**src/rtl/module_rx_uart.sv**
```systemverilog
// module_rx_uart: 8N1 UART receiver exposing a control/status register and a data register on the processor bus
// Ports: clk_i clock; rst_i synchronous active-low reset; rx_i asynchronous serial line (idle high);
//        we_proc_i/addr_proc_i/do_proc_i processor write (addr bit 2: 0 = control, 1 = data);
//        do_proc_o combinational read data; rx_done_o one-cycle pulse per committed byte
module module_rx_uart #(
  parameter int CLKS_PER_BIT = 10416
) (
  input  logic        clk_i,
  input  logic        rst_i,
  input  logic        rx_i,
  input  logic        we_proc_i,
  input  logic [31:0] addr_proc_i,
  input  logic [31:0] do_proc_i,
  output logic [31:0] do_proc_o,
  output logic        rx_done_o
);
  localparam int CW = $clog2(CLKS_PER_BIT);
  localparam logic [CW-1:0] LAST = CW'(CLKS_PER_BIT - 1);
  localparam logic [CW-1:0] MID = CW'(CLKS_PER_BIT / 2 - 1);
  typedef enum logic [1:0] {IDLE, START, DATA, STOP} state_t;
  state_t r_state, w_state;
  logic r_sync1, r_sync2, r_prev;
  logic [CW-1:0] r_cnt, w_cnt;
  logic [2:0] r_bit, w_bit;
  logic [7:0] r_shift, w_shift, r_data;
  logic r_new, r_ovr, r_ferr, r_done;
  logic w_fall, w_commit, w_ferr_set, w_wr_ctrl;
  logic w_new, w_ovr, w_ferr, w_unused;
  assign w_fall = r_prev & ~r_sync2;
  assign w_wr_ctrl = we_proc_i & ~addr_proc_i[2];
  // a hardware set in the same cycle as a processor clear wins
  assign w_new = w_commit | (r_new & ~(w_wr_ctrl & ~do_proc_i[0]));
  assign w_ovr = (w_commit & r_new) | (r_ovr & ~(w_wr_ctrl & ~do_proc_i[1]));
  assign w_ferr = w_ferr_set | (r_ferr & ~(w_wr_ctrl & ~do_proc_i[2]));
  assign do_proc_o = addr_proc_i[2] ? {24'b0, r_data} : {29'b0, r_ferr, r_ovr, r_new};
  assign rx_done_o = r_done;
  assign w_unused = ^{addr_proc_i[31:3], addr_proc_i[1:0], do_proc_i[31:3]};
  always_comb begin
    w_state = r_state;
    w_cnt = r_cnt + 1'b1;
    w_bit = r_bit;
    w_shift = r_shift;
    w_commit = 1'b0;
    w_ferr_set = 1'b0;
    case (r_state)
      IDLE: begin
        w_cnt = '0;
        if (w_fall) begin
          w_state = START;
          w_bit = '0;
        end
      end
      START: if (r_cnt == MID) begin
        w_cnt = '0;
        w_state = r_sync2 ? IDLE : DATA;
      end
      DATA: if (r_cnt == LAST) begin
        w_cnt = '0;
        w_shift[r_bit] = r_sync2;
        w_bit = r_bit + 1'b1;
        w_state = (r_bit == 3'd7) ? STOP : DATA;
      end
      STOP: if (r_cnt == LAST) begin
        // leaves at mid stop bit so a directly following start edge is caught
        w_cnt = '0;
        w_state = IDLE;
        w_commit = r_sync2;
        w_ferr_set = ~r_sync2;
      end
      default: w_state = IDLE;
    endcase
  end
  always_ff @(posedge clk_i) begin
    if (!rst_i) begin
      r_state <= IDLE;
      r_sync1 <= 1'b1;
      r_sync2 <= 1'b1;
      r_prev <= 1'b1;
      r_cnt <= '0;
      r_bit <= '0;
      r_shift <= '0;
      r_data <= '0;
      r_new <= 1'b0;
      r_ovr <= 1'b0;
      r_ferr <= 1'b0;
      r_done <= 1'b0;
    end else begin
      r_state <= w_state;
      r_sync1 <= rx_i;
      r_sync2 <= r_sync1;
      r_prev <= r_sync2;
      r_cnt <= w_cnt;
      r_bit <= w_bit;
      r_shift <= w_shift;
      r_data <= w_commit ? r_shift : r_data;
      r_new <= w_new;
      r_ovr <= w_ovr;
      r_ferr <= w_ferr;
      r_done <= w_commit;
    end
  end
endmodule

```
**config.mk**
```make
export PLATFORM = sky130hd
export DESIGN_NAME = module_rx_uart
export DESIGN_NICKNAME = d
export VERILOG_FILES = /design/src/rtl/module_rx_uart.sv
export SDC_FILE = /design/constraint.sdc
export NUM_CORES = 1
export LEC_CHECK = 0
export CAP_MARGIN = 20
export CORE_UTILIZATION = 37
export DETAILED_ROUTE_END_ITERATION = 7
export PLACE_DENSITY = 0.76
export SYNTH_ARGS = -nofsm -noshare
export SYNTH_HDL_FRONTEND = slang
export SYNTH_SLANG_ARGS = --single-unit
```
**constraint.sdc**
```tcl
create_clock -name clk_i -period 1.5 [get_ports clk_i]
set_input_delay 0.3 -clock clk_i [delete_from_list [all_inputs] [get_ports clk_i]]
set_output_delay 0.3 -clock clk_i [all_outputs]
set_load 0.05 [all_outputs]
```
==> summary.txt <==
post-layout min period: 1.47 ns
final instance area: 2760 sq um
routed via count: 1696
FF-to-FF setup slack: 0.03 ns
via/cell ratio: 4.75
worst vdd ir: 475 uV
Startpoint Class: register
Netlist cell types: 43
Detailed Place HPWL: 2950 microns
Cell Count, Final, Fillers Out: 357
Starting Density: 0.390
Logic pwr share: 0.137
I/O pin count: 101
most frequent cells in the layout: dfxtp_1, buf_4, nand2_1, conb_1, nor2_1
PortBufs: 16
Net Sw Frac: 0.292
sequential share of power: 0.529
register area share after synthesis: 0.385
initial antenna violation count: 0
Critical Path Fanout Max: 14
Die ar.: 6220 sq um
Data required, critical path: 1.68 ns
worst path arrival time: 1.66 ns
Die W: 78.9 microns
Core Area: 5610 sq um
Hold EP: r_sync2$_SDFF_PN1_
# hold bufs at CTS: 0
pin count of the biggest net entering global routing: 27
Max Clk Rate: 0.678 GHz
Layout Utilization: 0.492
outcome: finished clean
clock skew: 0.0110 ns
CP delay by family, top: simple AND/OR/NAND/NOR gates
RR Startpoint: r_cnt[10]$_SDFF_PN0_
Cell Rows: 27
WP buf/inv: 1
placed insts: 347
CTS Buf Count: 5
Iter 0 DRT Violations: 99
Post-route DRC: 0
critical path class: reg2reg
first-pass GRT wire length: 6730 microns
total wire length: 4270 microns
Hold Violations, Final: 0
hold path start: r_sync1$_SDFF_PN1_
Clock Path Buffers: 2
CTS clk-pin slew, worst paths: 0.08 ns
setup TNS: 0 ns
most common cell after layout, fill and taps aside: dfxtp_1
layout cells sized above 1: 0.267
r2r endpoint: r_cnt[4]$_SDFF_PN0_
Slew Limit Fails: 0
fin nets: 355
area of the mapped netlist: 2190 sq um
Total GRT Usage: 0.136
n_diodes: 0
H-tree levels: 2
CP max stage delay: 0.36 ns
CTS tree: yes
sw power: 633 uW
vias in the first global route: 1569
total gr overflow: 0
Leakage: 1.07 nW
fin crit share: 0.983
die height: 78.9 microns
setup slack after placement: -0.238 ns
syn_area_per_cell: 9.07 sq um
DR pass1 iterations: 5
Int Power: 1.54 mW
cell at the slowest stage of the critical path: dfxtp_4
Post-synth EDFFs: 0
# setup viols final: 0
Post-DRT Antenna Nets: 0
Final WS setup: 0.0252 ns
Post-Synthesis Cells: 241
Power Density: 787 nW/um^2
critical path endpoint category: register
Synth-to-Final Area Change: 26.2%
RSZ-0062 raised after global routing: yes
hold depth: 1
DP Area: 2580 sq um
Synthesis Warnings: 0
Sink Count: 42
placer congestion estimate: 0.801
root buf cell: clkbuf_8
min-delay worst type: reg2reg
Synth Register Bits: 42
Async SR Flop Fraction: 0
wire per inst: 12.0 microns
worst reg-to-reg path cell count: 5
top_reg_cell synth: dfxtp_1
Clock Latency Late Sink: 0.30 ns
MaxCap Viol Count: 0
Clock Power Share: 0.335
Cell Chain, Critical Path: and4bb_2 -> nand4_4 -> a32oi_4 -> buf_12 -> nor2_1
## per-layer routing
| layer | global-route usage | wire (microns) |
|---|---|---|
| met5 | 0 | 0 |
| met4 | 0.0545 | 60 |
| met3 | 0.0322 | 165 |
| met2 | 0.249 | 2180 |
| met1 | 0.149 | 1860 |
## synthesized netlist by cell type, drive strengths merged, types with 3 or more instances
library cell | n | area, sq um
mux2i | 16 | 160
inv | 5 | 18.8
mux2 | 3 | 33.8
dfxtp | 42 | 841
nor3b | 3 | 22.5
nor4 | 3 | 18.8
nand3b | 4 | 30.0
nand3 | 14 | 70.1
and3 | 3 | 18.8
ha | 3 | 37.5
and2 | 5 | 31.3
nand2 | 27 | 101
xnor2 | 11 | 96.3
nor3 | 7 | 35.0
nor2 | 19 | 71.3
nand4 | 3 | 33.8
nand2b | 8 | 50.1
clkbuf | 5 | 18.8
and4 | 3 | 31.3
buf | 29 | 235
o22ai | 4 | 25.0
## power groups by stage
stage / combinational, mW / sequential (mW) / clock [mW]
3_3_place_gp: 0.292 / 1.17 / 0
2_1_floorplan: 0.270 / 1.16 / 0
4_1_cts: 0.296 / 1.14 / 0.749
6_report: 0.297 / 1.15 / 0.727
3_5_place_dp: 0.295 / 1.17 / 0
5_1_grt: 0.318 / 1.15 / 0.804
## worst register-to-register path: stages (launching register included)
cell and delay (ns):
dfxtp_4 0.36, and4bb_2 0.33, nand4_4 0.15, a32oi_4 0.29, buf_12 0.17, nor2_1 0.06
## flip-flops by register name, indices dropped and copies added, names as in the netlist, named ones only
signal	count
r_bit	3
r_cnt	14
r_data	8
r_ferr	1
r_new	1
r_ovr	1
r_prev	1
r_shift	8
r_state	1
r_sync1	1
r_sync2	1
rx_done_o	1
## layout make-up
cell class                      count  area [sq um]
Clock buffer                        5          68.8
Clock inverter                      3          21.3
Fill cell                         518          2850
Inverter                            5          18.8
Multi-Input combinational cell    184          1240
Sequential cell                    42           856
Tap cell                           72          90.1
Timing Repair Buffer               46           467
## how the worst max path moves through the flow
stage	cells past startpoint	endpoint	slack, ns	from
after floorplan	6	r_data[0]$_SDFFE_PN0P_	0.0008	r_cnt[0]$_SDFF_PN0_
after global placement	3	do_proc_o[2]	-0.22	addr_proc_i[2]
after detailed placement	3	do_proc_o[2]	-0.24	addr_proc_i[2]
after CTS	5	r_cnt[8]$_SDFF_PN0_	0.003	r_cnt[4]$_SDFF_PN0_
after global routing	5	r_cnt[4]$_SDFF_PN0_	-0.05	r_cnt[10]$_SDFF_PN0_
final	5	r_cnt[4]$_SDFF_PN0_	0.03	r_cnt[10]$_SDFF_PN0_
## through the flow
step	power [mW]	hold slack [ns]
after detailed placement	1.46	0.399
final	2.17	0.409
after floorplan	1.43	0.386
after global routing	2.27	0.442
after CTS	2.19	0.411
after global placement	1.46	0.394
## cells by family (layout without fill, tap and decap cells)
group | count (synthesis) | count (layout) | share of synthesized area
buffers and inverters | 39 | 59 | 0.125
and+or+nand+nor | 109 | 110 | 0.280
AOI/OAI and AO/OA | 16 | 16 | 0.0550
adders and majority gates | 3 | 3 | 0.0172
DFF | 42 | 42 | 0.385
other | 1 | 24 | 0.00172
xor gates and xnor gates | 12 | 12 | 0.0481
muxes | 19 | 19 | 0.0887
## repair_timing
item                                    in CTS  in global routing
gates cloned                                 0                  1
pin swaps                                    1                  7
hold endpoints to repair                     0                  0
buffers inserted                             0                  1
resized for setup                            3                 20
endpoints found under the setup margin      20                 35
Power figures use the tool's default switching activity.
